--- src/rtl/klein_encrypt_if.sv ---
// Start/key/plaintext request and ciphertext/status response of the KLEIN-64 encryption core.
interface klein_encrypt_if;
  logic        istart;
  logic [0:63] ikey;
  logic [0:63] idata;
  logic [0:63] odata;
  logic        obusy;
  logic        odone;

  modport master (output istart, ikey, idata, input odata, obusy, odone);
  modport slave  (input istart, ikey, idata, output odata, obusy, odone);
endinterface

--- src/rtl/klein_encrypt.sv ---
// Iterative KLEIN-64 encryption: one round plus one key-schedule step per clock,
// with final whitening by the 13th subkey.

module klein_sbox (
  input  logic [3:0] a,
  output logic [3:0] y
);
  always_comb begin
    case (a)
      4'h0: y = 4'h7;  4'h1: y = 4'h4;  4'h2: y = 4'hA;  4'h3: y = 4'h9;
      4'h4: y = 4'h1;  4'h5: y = 4'hF;  4'h6: y = 4'hB;  4'h7: y = 4'h0;
      4'h8: y = 4'hC;  4'h9: y = 4'h3;  4'hA: y = 4'h2;  4'hB: y = 4'h6;
      4'hC: y = 4'h8;  4'hD: y = 4'hE;  4'hE: y = 4'hD;  4'hF: y = 4'h5;
      default: y = 4'h0;
    endcase
  end
endmodule

module klein_encrypt #(
  parameter int NROUNDS = 12
) (
  input logic            iclk,
  input logic            ireset,
  klein_encrypt_if.slave bus
);
  localparam logic [3:0] LAST_ROUND = 4'(NROUNDS);

  typedef enum logic {IDLE, RUN} fsm_t;

  fsm_t        fsm_q, fsm_n;
  logic [0:63] state_q, state_n;
  logic [0:63] sk_q, sk_n;
  logic [0:63] odata_q, odata_n;
  logic [3:0]  round_q, round_n;
  logic        busy_q, busy_n;
  logic        done_q, done_n;

  function automatic logic [7:0] xtime(input logic [7:0] b);
    return {b[6:0], 1'b0} ^ (b[7] ? 8'h1b : 8'h00);
  endfunction

  // AES MixColumns on one 4-byte column, written as t ^ b_i ^ 2*(b_i ^ b_i+1).
  function automatic logic [31:0] mix_col(input logic [31:0] c);
    logic [7:0] b0, b1, b2, b3, t;
    b0 = c[31:24];
    b1 = c[23:16];
    b2 = c[15:8];
    b3 = c[7:0];
    t  = b0 ^ b1 ^ b2 ^ b3;
    return {b0 ^ t ^ xtime(b0 ^ b1), b1 ^ t ^ xtime(b1 ^ b2),
            b2 ^ t ^ xtime(b2 ^ b3), b3 ^ t ^ xtime(b3 ^ b0)};
  endfunction

  // Round data path.
  logic [0:63] ark, sub, rot, mix;

  assign ark = state_q ^ sk_q;

  for (genvar i = 0; i < 16; i++) begin : g_sub
    klein_sbox u_sbox (.a(ark[4*i +: 4]), .y(sub[4*i +: 4]));
  end

  assign rot = {sub[16:63], sub[0:15]};
  assign mix = {mix_col(rot[0:31]), mix_col(rot[32:63])};

  // Key-schedule step KS(sk_q, round_q), running in lock-step with the round.
  logic [0:31] ka, kb;
  logic [0:63] ks_rc, ks_out;
  logic [0:15] ks_sub;

  assign ka    = {sk_q[8:31], sk_q[0:7]};
  assign kb    = {sk_q[40:63], sk_q[32:39]};
  assign ks_rc = {kb, ka ^ kb} ^ {16'h0000, 4'h0, round_q, 40'h00_0000_0000};

  for (genvar j = 0; j < 4; j++) begin : g_ks_sub
    klein_sbox u_sbox (.a(ks_rc[40 + 4*j +: 4]), .y(ks_sub[4*j +: 4]));
  end

  assign ks_out = {ks_rc[0:39], ks_sub, ks_rc[56:63]};

  // NOTE: every variable is given a default before the case so no path can leave it unassigned (no latches).
  always_comb begin
    fsm_n   = fsm_q;
    state_n = state_q;
    sk_n    = sk_q;
    round_n = round_q;
    odata_n = odata_q;
    busy_n  = busy_q;
    done_n  = 1'b0;
    case (fsm_q)
      IDLE: begin
        if (bus.istart) begin
          state_n = bus.idata;
          sk_n    = bus.ikey;
          round_n = 4'd1;
          busy_n  = 1'b1;
          fsm_n   = RUN;
        end
      end
      RUN: begin
        state_n = mix;
        sk_n    = ks_out;
        round_n = round_q + 4'd1;
        if (round_q == LAST_ROUND) begin
          odata_n = mix ^ ks_out;
          done_n  = 1'b1;
          busy_n  = 1'b0;
          fsm_n   = IDLE;
        end
      end
      default: fsm_n = IDLE;
    endcase
  end

  // NOTE: sequential state uses non-blocking assignments so all registers update from pre-edge values.
  always_ff @(posedge iclk or negedge ireset) begin
    if (!ireset) begin
      fsm_q   <= IDLE;
      state_q <= '0;
      sk_q    <= '0;
      odata_q <= '0;
      round_q <= '0;
      busy_q  <= 1'b0;
      done_q  <= 1'b0;
    end else begin
      fsm_q   <= fsm_n;
      state_q <= state_n;
      sk_q    <= sk_n;
      odata_q <= odata_n;
      round_q <= round_n;
      busy_q  <= busy_n;
      done_q  <= done_n;
    end
  end

  assign bus.odata = odata_q;
  assign bus.obusy = busy_q;
  assign bus.odone = done_q;
endmodule

--- src/flat_wrapper.sv ---
// flat-port wrapper written by rule: the top's interface ports become plain ports
module klein_encrypt_flat 
#(
  parameter int NROUNDS = 12
)
  (iclk, ireset, bus_istart, bus_ikey, bus_idata, bus_odata, bus_obusy, bus_odone);
  klein_encrypt_if bus_i ();
  input logic iclk;
  input logic ireset;
  input wire logic [$bits(bus_i.istart)-1:0] bus_istart;
  input wire logic [$bits(bus_i.ikey)-1:0] bus_ikey;
  input wire logic [$bits(bus_i.idata)-1:0] bus_idata;
  output wire logic [$bits(bus_i.odata)-1:0] bus_odata;
  output wire logic [$bits(bus_i.obusy)-1:0] bus_obusy;
  output wire logic [$bits(bus_i.odone)-1:0] bus_odone;
  assign bus_i.istart = bus_istart;
  assign bus_i.ikey = bus_ikey;
  assign bus_i.idata = bus_idata;
  assign bus_odata = bus_i.odata;
  assign bus_obusy = bus_i.obusy;
  assign bus_odone = bus_i.odone;
  klein_encrypt #(.NROUNDS(NROUNDS)) u_core (.iclk(iclk), .ireset(ireset), .bus(bus_i));
endmodule
--- config.mk ---
export PLATFORM = sky130hd
export DESIGN_NAME = klein_encrypt_flat
export DESIGN_NICKNAME = d
export VERILOG_FILES = /design/src/rtl/klein_encrypt_if.sv /design/src/rtl/klein_encrypt.sv /design/src/flat_wrapper.sv
export SDC_FILE = /design/constraint.sdc
export NUM_CORES = 1
export LEC_CHECK = 0
export ABC_AREA = 1
export CAP_MARGIN = 15
export CORE_MARGIN = 1
export CORE_UTILIZATION = 29
export CTS_BUF_LIST = sky130_fd_sc_hd__clkbuf_16
export CTS_CLUSTER_DIAMETER = 50
export DETAILED_ROUTE_END_ITERATION = 7
export GPL_TIMING_DRIVEN = 0
export HOLD_SLACK_MARGIN = 0.06
export PLACE_DENSITY = 0.43
export SYNTH_ARGS = -nofsm -noshare
export SYNTH_HDL_FRONTEND = slang
export SYNTH_SLANG_ARGS = --single-unit
--- constraint.sdc ---
create_clock -name iclk -period 2.9 [get_ports iclk]
set_input_delay 0.87 -clock iclk [delete_from_list [all_inputs] [get_ports iclk]]
set_output_delay 0.87 -clock iclk [all_outputs]
set_load 0.01 [all_outputs]
== Word-level counts from Yosys, hierarchy flattened ==
Memories as Yosys holds them, arrays and structs flattened.
Index checks and enable logic that the tools add are counted.

* Bits of input ports: 131
* Memories kept: 20
* ROM bits: 1,280
* Flip-flop bits (word level): 199
* Logic and storage cells: 96
* Output and inout bits: 66

{| class="wikitable"
|+ Memories
! memory !! depth !! width !! read ports !! clocked after memory_dff !! write ports !! RTL line !! RTL
|-
| (name not given) || 16 || 4 || 1 || 0 || 0 || klein_encrypt.sv:9 || <nowiki>case (a)</nowiki>
|-
| (name not given) || 16 || 4 || 1 || 0 || 0 || klein_encrypt.sv:9 ||
|-
| (name not given) || 16 || 4 || 1 || 0 || 0 || klein_encrypt.sv:9 ||
|-
| (name not given) || 16 || 4 || 1 || 0 || 0 || klein_encrypt.sv:9 ||
|-
| (name not given) || 16 || 4 || 1 || 0 || 0 || klein_encrypt.sv:9 ||
|-
| (name not given) || 16 || 4 || 1 || 0 || 0 || klein_encrypt.sv:9 ||
|-
| +14 memories || -- || -- || -- || -- || -- || -- ||
|}

* Reduce and logical (&&, ||, !) cells: 2
* Equal/unequal tests: 3
* Bitwise logic cells: 41
* Multiplexer cells: 22
* $add $sub $neg: 1

{| class="wikitable"
|+ Operators by type and width
! cell !! number
|-
| bitwise XOR 8 bit || 36
|-
| one-hot mux 64 bit (2 select lines) || 2
|-
| 2-to-1 mux 64 bit || 2
|-
| bitwise XOR 64 bit || 2
|-
| bitwise XOR 64 x 44 -> 64 bit || 1
|-
| 2-to-1 mux 5 bit || 8
|-
| bitwise XOR 32 bit || 1
|-
| one-hot mux 4 bit (2 select lines) || 1
|-
| 2-to-1 mux 1 bit || 6
|-
| adder 4 x 1 -> 4 bit, second input constant || 1
|-
| == test 4 bit, second input constant || 1
|-
| 2-to-1 mux 4 bit || 1
|-
| != test 2 bit, second input constant || 2
|-
| one-hot mux 1 bit (2 select lines) || 2
|-
| AND reduction 2 bit || 2
|-
| NOT 1 bit || 1
|}

== Longest topological paths before layout ==
Gate-level depths: netlist of run 1.
An unclocked memory read counts as a cell.

* Depth after elaboration: 8
* Gate-level depth with buffers: 20
* Depth with buffers taken out: 20

== Cells and area by module ==
A second synthesis of run 1 with hierarchy kept.

* Cells, all modules: 2,807
* Area total of the unflattened synthesis: 17,397.9 um2

{| class="wikitable"
|+ Modules (own cells, without submodules)
! module !! instances !! cells each !! area each (um2)
|-
| klein_encrypt || 1 || 2,080 || 13,465.4
|-
| klein_sbox at u_core.g_ks_sub[3].u_sbox ... || 17 || 36 || 195.2
|-
| klein_sbox at u_core.g_ks_sub[0].u_sbox ... || 2 || 38 || 206.4
|-
| klein_sbox at u_core.g_ks_sub[2].u_sbox || 1 || 39 || 201.4
|}

== Worst setup path after synthesis of run 1 ==
OpenSTA, ideal clock, no wires.

* Kind: flip-flop to flip-flop
* From: reg u_core.sk_q[3] (netlist bit)
* To: reg u_core.odata_q, in the netlist u_core.bus.odata[43]
* Stages on the path, launching flop included: 17
* Library setup time: 117 ps
* Buffers on the path: 0
* Setup slack: 773 ps
* Required time: 2,783 ps
* Period minus slack after synthesis: 2,127 ps
* Arrival: 2,009 ps
* Cells stage by stage: dfrtp_1 -> xnor2_1 -> inv_1 -> ha_1 -> nand2_1 -> nand2_1 -> nand2_1 -> nand2_1 -> nand2_1 -> nand2_1 -> nand2_1 -> nand2_1 -> nand2_1 -> nand2_1 -> nand2_1 -> nand3_1 -> nand2_1

* Word-level cells in the longest chain between the ends: 7
* Elaborated cells on any way between the ends: 10

{| class="wikitable"
|+ Ends and longest elaborated chain
! element !! RTL line !! RTL
|-
| start, declared || klein_encrypt.sv:32 || <nowiki>logic [0:63] sk_q, sk_n;</nowiki>
|-
| start signal, assigned || klein_encrypt.sv:128 || <nowiki>sk_q <= sk_n;</nowiki>
|-
| bitwise XOR 64 bit (*) || klein_encrypt.sv:57 || <nowiki>assign ark = state_q ^ sk_q;</nowiki>
|-
| memory (16 x 4 bit) (*) || -- ||
|-
| bitwise XOR 8 bit (on tied branches) || klein_encrypt.sv:49, klein_encrypt.sv:50 ||
|-
| bitwise XOR 8 bit / 2-to-1 mux 5 bit (equally long branches) || klein_encrypt.sv:49, klein_encrypt.sv:39 ||
|-
| bitwise XOR 8 bit (on tied branches) || klein_encrypt.sv:50, klein_encrypt.sv:39 ||
|-
| bitwise XOR 8 bit (*) || klein_encrypt.sv:50 || <nowiki>return {b0 ^ t ^ xtime(b0 ^ b1), b1 ^ t ^ xtime(b1 ^ b2),</nowiki>
|-
| bitwise XOR 64 bit (*) || klein_encrypt.sv:105 || <nowiki>odata_n = mix ^ ks_out;</nowiki>
|-
| end signal, assigned || klein_encrypt.sv:129 || <nowiki>odata_q <= odata_n;</nowiki>
|-
| end, declared || klein_encrypt.sv:33 || <nowiki>logic [0:63] odata_q, odata_n;</nowiki>
|}

Mark *: on every way between the ends. The rest lies on a longest branch, timed or not.
A chain may end at the register's enable or synchronous reset.

== Worst setup path after layout of run 1 ==
* From: in bus_istart
* To: reg u_core.sk_q[4] (netlist bit)

* Word-level cells in the longest chain between the ends: 1

{| class="wikitable"
|+ Ends and longest elaborated chain
! element !! RTL line !! RTL
|-
| start, declared || flat_wrapper.sv:10 || <nowiki>input wire logic [$bits(bus_i.istart)-1:0] bus_istart;</nowiki>
|-
| != test 2 bit (no line) || -- ||
|}

No other way between the ends.

==> results of run 1 <==
-- cell usage after synthesis (all sizes together) --
master / instances / area, um^2
ha: 78 / 976
xnor2: 56 / 528
inv: 248 / 931
nor2: 22 / 82.6
nand3: 399 / 2000
clkbuf: 53 / 205
nand2: 1914 / 7280
a31oi: 3 / 18.8
clkinv: 1 / 3.75
o21ai: 19 / 98.9
or2: 2 / 12.5
o211ai: 55 / 413
dfrtp: 199 / 4980
nand3b: 16 / 120
buf: 14 / 78.8
o21bai: 5 / 37.5
xor2: 21 / 289
a21oi: 4 / 20.0
o221ai: 52 / 455
a22oi: 12 / 90.1
-- layout make-up --
type	instances	share of cell area
Clock buffer	17	0.0188
Clock inverter	14	0.00591
Sequential cell	199	0.221
Tap cell	846	0.0468
Buffer	67	0.0129
Multi-Input combinational cell	2658	0.555
Inverter	249	0.0422
Timing Repair Buffer	216	0.0973
-- kinds of logic after synthesis --
group | synth area share
buf+inv | 0.0655
xor+xnor | 0.0439
compound gates | 0.0609
fa+ha+maj | 0.0524
flops | 0.267
simple gates | 0.510
-- flip-flops by register name (all words and copies together), names as in the netlist --
register and cells:
u_core.sk_q 64, u_core.round_q 4, u_core.state_q 64, u_core.bus.odata 64, u_core.fsm_q 1, u_core.bus.obusy 1
u_core.bus.odone 1
-- stage by stage --
step | utilization | std cells | setup WS (ns)
after floorplan | - | 3173 | 0.773
after global placement | 0.342 | 4215 | -8.84
after detailed placement | 0.345 | 4223 | -0.954
after CTS | 0.355 | 4255 | 0.00577
after global routing | 0.358 | 4266 | -0.0751
final | 0.358 | 4266 | 0.0665
-- metal layers --
layer,track usage,vias up,part of all wire
met5,0,-,0
met4,0.0803,0,0.025
met3,0.0377,82,0.055
met2,0.452,655,0.45
met1,0.400,10281,0.47
li1,-,10537,-
-- worst reg2reg max path, cell delays in order (launching register included) --
cell	delay, ns
sky130_fd_sc_hd__dfrtp_2	0.50
sky130_fd_sc_hd__inv_1	0.31
sky130_fd_sc_hd__nand2_1	0.09
sky130_fd_sc_hd__nand2_1	0.16
sky130_fd_sc_hd__ha_1	0.26
sky130_fd_sc_hd__nand2_1	0.13
sky130_fd_sc_hd__nand3_1	0.09
sky130_fd_sc_hd__nand2_1	0.28
sky130_fd_sc_hd__nand2_1	0.09
sky130_fd_sc_hd__nand2_1	0.12
sky130_fd_sc_hd__nand2_1	0.06
sky130_fd_sc_hd__nand2_1	0.11
sky130_fd_sc_hd__inv_1	0.06
sky130_fd_sc_hd__nand2_2	0.08
sky130_fd_sc_hd__nand3_1	0.07
sky130_fd_sc_hd__nand3_1	0.20
sky130_fd_sc_hd__nand2_1	0.08
-- how the worst min path moves through the flow --
| stage | from | end | slack, ns | depth (start not counted) |
|---|---|---|---|---|
| 2_1_floorplan | u_core.state_q[51]$_DFFE_PN0P_ | u_core.state_q[51]$_DFFE_PN0P_ | 0.49 | 2 |
| 3_3_place_gp | u_core.bus.odata[56]$_DFFE_PN0P_ | u_core.bus.odata[56]$_DFFE_PN0P_ | 0.46 | 2 |
| 3_5_place_dp | u_core.bus.odata[56]$_DFFE_PN0P_ | u_core.bus.odata[56]$_DFFE_PN0P_ | 0.47 | 2 |
| 4_1_cts | ireset | u_core.state_q[50]$_DFFE_PN0P_ | 0.43 | 1 |
| 5_1_grt | ireset | u_core.state_q[50]$_DFFE_PN0P_ | 0.48 | 1 |
| 6_report | ireset | u_core.state_q[50]$_DFFE_PN0P_ | 0.41 | 1 |
-- repair_timing --
action | 4_1_cts | 5_1_grt
setup buffers | 1 | 11
setup endpoints to repair | 95 | 78
cloned | 0 | 0
pin swaps | 1 | 4
gates resized for setup | 15 | 56
==> metrics.txt, run 1 <==
# TYPE chip_impl_metric gauge
chip_impl_info{name="run_status",value="finished, final reports clean"} 1
chip_impl_metric{name="max_freq",unit="MHz"} 353
chip_impl_metric{name="area_overhead_of_the_layout_relative_to_synthesis",unit="%"} 21.6
chip_impl_metric{name="detail_route.drc_violations",unit=""} 0
chip_impl_metric{name="placement.cell_area",unit="um^2"} 21800
chip_impl_metric{name="die_w",unit="um"} 255
chip_impl_info{name="cpMaxStageDelayCell",value="sky130_fd_sc_hd__clkbuf_1"} 1
chip_impl_metric{name="syn_area",unit="um^2"} 18600
chip_impl_metric{name="placeableCoreArea",unit="um^2"} 63200
chip_impl_metric{name="setup.reg_to_reg.worst_slack",unit="ns"} 0.11
chip_impl_metric{name="route.detailed.vias_per_inst",unit=""} 5.05
chip_impl_metric{name="syn_nets",unit=""} 3382
chip_impl_metric{name="wl",unit="um"} 94000
chip_impl_info{name="crit_path_cell_trace",value="clkdlybuf4s50_1, nand2_1, inv_1, clkbuf_1, clkbuf_1, nand2_1, o211ai_1"} 1
chip_impl_metric{name="r2r.worst_path.cells",unit=""} 16
chip_impl_metric{name="post_route_cells_drive_above_1_share",unit=""} 0.0591
chip_impl_metric{name="timing.critical_path.slowest_cell_delay",unit="ns"} 0.83
chip_impl_info{name="r2r_end",value="u_core.bus.odata[12]$_DFFE_PN0P_"} 1
chip_impl_info{name="crit_path_from",value="bus_istart"} 1
chip_impl_metric{name="grt_start_max_net_pins",unit=""} 102
chip_impl_metric{name="start_util",unit=""} 0.295
chip_impl_metric{name="design.portCount",unit=""} 197
chip_impl_metric{name="ff_latch_area",unit="um^2"} 5000
chip_impl_metric{name="min_period_over_period",unit=""} 0.977
chip_impl_metric{name="first_pass_iters",unit=""} 6
chip_impl_metric{name="synth.ff_latch_count",unit=""} 199
chip_impl_metric{name="timing.critical_path.depth",unit=""} 7
chip_impl_metric{name="detail_route.wl_per_cell",unit="um"} 22.0
chip_impl_info{name="grt_setup_unrepaired",value="yes"} 1
chip_impl_info{name="mostFrequentLayoutCells",value="1855 x sky130_fd_sc_hd__nand2_1, 399 x sky130_fd_sc_hd__nand3_1, 221 x sky130_fd_sc_hd__inv_1"} 1
chip_impl_metric{name="antenna-diode-count",unit=""} 0
chip_impl_metric{name="tritoncts.num_buffers",unit=""} 17
chip_impl_info{name="layout_commonest_cell",value="sky130_fd_sc_hd__nand2_1"} 1
chip_impl_metric{name="grt_pass1_wl",unit="um"} 135000
chip_impl_metric{name="clk_transition_reported_paths",unit="ns"} 0.08
chip_impl_info{name="crit_family",value="buffers and inverters"} 1
chip_impl_metric{name="synth_warnings",unit=""} 0
chip_impl_info{name="ctsRootBufferMaster",value="sky130_fd_sc_hd__clkbuf_16"} 1
chip_impl_metric{name="setup-tns-final",unit="ns"} 0
chip_impl_metric{name="clock_tree.buffer_depth",unit=""} 2
chip_impl_metric{name="timing.clock.skew",unit="ns"} 0.0120
chip_impl_metric{name="rows",unit=""} 92
chip_impl_metric{name="clkLatencyLatePin",unit="ns"} 0.52
chip_impl_metric{name="shortest_clock_period_the_worst_path_allows_after_layout",unit="ns"} 2.83
chip_impl_metric{name="syn-mean-instance-area",unit="um^2"} 5.87
chip_impl_metric{name="globalRouteOverflowTotal",unit=""} 0
chip_impl_metric{name="timing_max_transition_violations_final",unit=""} 0
chip_impl_metric{name="post_synth_num_cell_types",unit=""} 31
chip_impl_metric{name="grt_pass1_vias",unit=""} 19740
chip_impl_metric{name="cts_sinks",unit=""} 199
chip_impl_metric{name="headroom_to_the_max_slew_limit",unit=""} 0.165
chip_impl_metric{name="worst_ep_required",unit="ns"} 3.33
chip_impl_metric{name="nets",unit=""} 3617
chip_impl_metric{name="whs",unit="ns"} 0.411
chip_impl_info{name="tritoncts",value="built"} 1
chip_impl_metric{name="detailed_placer_s_ending_hpwl",unit="um"} 76200
chip_impl_metric{name="cp.buffers_inverters",unit=""} 4
chip_impl_metric{name="synthesis.instances",unit=""} 3173
chip_impl_info{name="setup.worst_path.end",value="u_core.sk_q[4]$_DFFE_PN0P_"} 1
chip_impl_info{name="crit_type",value="in -> reg"} 1
chip_impl_metric{name="via_count",unit=""} 21555
chip_impl_metric{name="groute.usage.overall",unit=""} 0.284
chip_impl_metric{name="gp_routability_congestion",unit=""} 0.935
chip_impl_metric{name="tightest_slew",unit="ns"} 1.25
chip_impl_metric{name="maxCapViolations",unit=""} 0
chip_impl_metric{name="fillers",unit=""} 6882
chip_impl_metric{name="seq_area_frac_synth",unit=""} 0.267
chip_impl_info{name="end_kind",value="flop"} 1
chip_impl_info{name="timing.hold.worst.class",value="in -> async"} 1
chip_impl_metric{name="multi_input_comb_area",unit="um^2"} 12600
chip_impl_metric{name="cp.arrival",unit="ns"} 3.26
chip_impl_info{name="worst_r2r_startpoint",value="u_core.sk_q[39]$_DFFE_PN0P_"} 1
chip_impl_metric{name="cts_hold_buf",unit=""} 0
chip_impl_metric{name="hold_violations",unit=""} 0
chip_impl_metric{name="die_h",unit="um"} 255
chip_impl_metric{name="htree_num_levels",unit=""} 4
chip_impl_metric{name="design.die.area",unit="um^2"} 65200
chip_impl_metric{name="io_buffers",unit=""} 196
chip_impl_metric{name="detail-route-antenna-nets",unit=""} 0
chip_impl_info{name="cp-start-kind",value="input port"} 1
chip_impl_metric{name="grt_antenna_before_repair",unit=""} 1
chip_impl_metric{name="final_area",unit="um^2"} 22600
chip_impl_metric{name="drt_iter0_drc",unit=""} 1930
chip_impl_metric{name="path_max_fanout",unit=""} 10
chip_impl_metric{name="report.final.setup_viol",unit=""} 0
Power of run 1 is left out: the tool's default activity adds up to more than one toggle a clock period on the data nets, which glitch-free logic cannot reach.
==> run 2: changes to the inputs <==
--- a/config.mk
+++ b/config.mk
@@ -6,7 +6,7 @@
 export NUM_CORES = 1
 export LEC_CHECK = 0
 export ABC_AREA = 1
-export CAP_MARGIN = 15
+export CAP_MARGIN = 10
 export CORE_MARGIN = 1
 export CORE_UTILIZATION = 29
 export CTS_BUF_LIST = sky130_fd_sc_hd__clkbuf_16
@@ -14,7 +14,7 @@
 export DETAILED_ROUTE_END_ITERATION = 7
 export GPL_TIMING_DRIVEN = 0
 export HOLD_SLACK_MARGIN = 0.06
-export PLACE_DENSITY = 0.43
+export PLACE_DENSITY = 0.49
 export SYNTH_ARGS = -nofsm -noshare
 export SYNTH_HDL_FRONTEND = slang
 export SYNTH_SLANG_ARGS = --single-unit
==> run 2 against run 1 <==
  * Via count fell by 0.75%
  * Worst setup slack got worse by 0.061 ns
  * Cell area fell by 0.12%
  * Highest routed layer unchanged
  * Clock skew rose by 0.0040 ns
  * First-iteration DRC count rose by 18%
==> metrics.txt, run 2 (synthesis results as in run 1) <==
# TYPE chip_impl_metric gauge
chip_impl_metric{name="worst_ep_required",unit="ns"} 3.25
chip_impl_metric{name="tritoncts.num_buffers",unit=""} 17
chip_impl_metric{name="grt_pass1_wl",unit="um"} 127000
chip_impl_metric{name="detailed_placer_s_ending_hpwl",unit="um"} 70300
chip_impl_metric{name="clock_tree.buffer_depth",unit=""} 2
chip_impl_metric{name="nets",unit=""} 3616
chip_impl_metric{name="shortest_clock_period_the_worst_path_allows_after_layout",unit="ns"} 2.89
chip_impl_metric{name="tightest_slew",unit="ns"} 1.27
chip_impl_metric{name="design.portCount",unit=""} 197
chip_impl_info{name="crit_path_cell_trace",value="clkdlybuf4s50_1, nor2_1, inv_1, clkbuf_1, o221ai_1"} 1
chip_impl_metric{name="setup.reg_to_reg.worst_slack",unit="ns"} 0.08
chip_impl_metric{name="route.detailed.vias_per_inst",unit=""} 5.01
chip_impl_metric{name="cp.arrival",unit="ns"} 3.25
chip_impl_metric{name="fillers",unit=""} 6975
chip_impl_metric{name="first_pass_iters",unit=""} 6
chip_impl_metric{name="placedCellCount",unit=""} 4219
chip_impl_metric{name="cts_hold_buf",unit=""} 0
chip_impl_metric{name="rows",unit=""} 92
chip_impl_info{name="worst_r2r_startpoint",value="u_core.round_q[0]$_DFFE_PN0P_"} 1
chip_impl_metric{name="timing_max_transition_violations_final",unit=""} 0
chip_impl_metric{name="maxCapViolations",unit=""} 0
chip_impl_metric{name="final.setup.worst_slack",unit="ns"} 0.00501
chip_impl_metric{name="final-instance-count-excl-fill",unit=""} 4266
chip_impl_metric{name="via_count",unit=""} 21393
chip_impl_metric{name="grt_pass1_vias",unit=""} 19418
chip_impl_metric{name="wl",unit="um"} 87500
chip_impl_metric{name="detail-route-antenna-nets",unit=""} 0
chip_impl_info{name="mostFrequentLayoutCells",value="1865 x sky130_fd_sc_hd__nand2_1, 398 x sky130_fd_sc_hd__nand3_1, 222 x sky130_fd_sc_hd__inv_1"} 1
chip_impl_metric{name="start_util",unit=""} 0.295
chip_impl_info{name="layout_commonest_cell",value="sky130_fd_sc_hd__nand2_1"} 1
chip_impl_metric{name="clkLatencyLatePin",unit="ns"} 0.53
chip_impl_metric{name="io_buffers",unit=""} 196
chip_impl_info{name="ctsRootBufferMaster",value="sky130_fd_sc_hd__clkbuf_16"} 1
chip_impl_metric{name="gp_routability_congestion",unit=""} 0.944
chip_impl_metric{name="grt_start_max_net_pins",unit=""} 94
chip_impl_metric{name="design.die.area",unit="um^2"} 65200
chip_impl_metric{name="cts_sinks",unit=""} 199
chip_impl_info{name="end_kind",value="flop"} 1
chip_impl_info{name="crit_family",value="buffers and inverters"} 1
chip_impl_metric{name="grt_antenna_before_repair",unit=""} 0
chip_impl_metric{name="detail_route.drc_violations",unit=""} 0
chip_impl_metric{name="hold_violations",unit=""} 0
chip_impl_metric{name="timing.clock.skew",unit="ns"} 0.0160
chip_impl_info{name="run_status",value="finished, final reports clean"} 1
chip_impl_metric{name="r2r.worst_path.cells",unit=""} 8
chip_impl_metric{name="cp.buffers_inverters",unit=""} 3
chip_impl_metric{name="post_route_cells_drive_above_1_share",unit=""} 0.0553
chip_impl_metric{name="die_h",unit="um"} 255
chip_impl_metric{name="antenna-diode-count",unit=""} 0
chip_impl_info{name="tritoncts",value="built"} 1
chip_impl_metric{name="placeableCoreArea",unit="um^2"} 63200
chip_impl_info{name="timing.hold.worst.class",value="in -> async"} 1
chip_impl_metric{name="detail_route.wl_per_cell",unit="um"} 20.5
chip_impl_metric{name="headroom_to_the_max_slew_limit",unit=""} 0.150
chip_impl_metric{name="globalRouteOverflowTotal",unit=""} 0
chip_impl_metric{name="drt_iter0_drc",unit=""} 2281
chip_impl_info{name="crit_type",value="in -> reg"} 1
chip_impl_info{name="r2r_end",value="u_core.bus.odata[25]$_DFFE_PN0P_"} 1
chip_impl_metric{name="max_freq",unit="MHz"} 345
chip_impl_metric{name="die_w",unit="um"} 255
chip_impl_metric{name="whs",unit="ns"} 0.210
chip_impl_metric{name="clk_transition_reported_paths",unit="ns"} 0.08
chip_impl_metric{name="min_period_over_period",unit=""} 0.998
chip_impl_metric{name="htree_num_levels",unit=""} 4
chip_impl_metric{name="timing.critical_path.slowest_cell_delay",unit="ns"} 0.77
chip_impl_metric{name="path_max_fanout",unit=""} 13
chip_impl_info{name="cpMaxStageDelayCell",value="sky130_fd_sc_hd__clkbuf_1"} 1
chip_impl_info{name="grt_setup_unrepaired",value="no"} 1
chip_impl_metric{name="report.final.setup_viol",unit=""} 0
chip_impl_metric{name="dp_slack",unit="ns"} -0.948
chip_impl_metric{name="area_overhead_of_the_layout_relative_to_synthesis",unit="%"} 21.4
chip_impl_info{name="cp-start-kind",value="input port"} 1
chip_impl_metric{name="groute.usage.overall",unit=""} 0.265
[run 2: cell types whose count changed in the layout (fill, tap and decap cells not counted), sizes merged]
cell | before | now
clkinv | 8 | 5
inv | 246 | 251
bufinv | 2 | 1
clkbuf | 70 | 69
[run 2: what timing repair did]
| action | 4_1_cts | 5_1_grt |
|---|---|---|
| endpoints found under the setup margin | 72 | 62 |
| pin swaps | 0 | 1 |
| endpoints found under the hold margin | 0 | 0 |
| setup buffers | 0 | 16 |
| gates resized for setup | 12 | 43 |
[run 2: routing by layer]
metal	global-route usage	wire, um
met5	0	0
met4	0.107	3270
met3	0.0416	5750
met2	0.411	38400
met1	0.365	40000
[run 2: how the worst max path moves through the flow]
stage	startpoint	to	slack (ns)	cells after the start
after detailed placement	bus_istart	u_core.state_q[6]$_DFFE_PN0P_	-0.95	6
after CTS	u_core.sk_q[51]$_DFFE_PN0P_	u_core.bus.odata[32]$_DFFE_PN0P_	0.002	17
after global placement	ireset	u_core.state_q[58]$_DFFE_PN0P_	-8.76	1
final	bus_istart	u_core.sk_q[51]$_DFFE_PN0P_	0.005	5
after floorplan	u_core.sk_q[3]$_DFFE_PN0P_	u_core.bus.odata[43]$_DFFE_PN0P_	0.77	16
after global routing	u_core.sk_q[50]$_DFFE_PN0P_	u_core.bus.odata[32]$_DFFE_PN0P_	0.001	18
[run 2: layout make-up]
type | instances | area [um^2] | share of cell area
buffer | 66 | 289 | 0.0128
clock buffer | 17 | 425 | 0.0188
clock inverter | 15 | 158 | 0.00697
inverter | 249 | 953 | 0.0422
multi-input combinational | 2658 | 12500 | 0.555
sequential | 199 | 4990 | 0.221
tap | 846 | 1060 | 0.0468
timing repair buffer | 216 | 2180 | 0.0966
[run 2: stage by stage]
stage | utilization | TNS, ns | area, um^2
6_report | 0.358 | 0 | 22600
3_3_place_gp | 0.342 | -1787.28 | 21600
3_5_place_dp | 0.344 | -59.00 | 21700
4_1_cts | 0.354 | 0 | 22300
5_1_grt | 0.358 | 0 | 22600
2_1_floorplan | - | 0 | 18600
Power of run 2 is left out for the same reason.
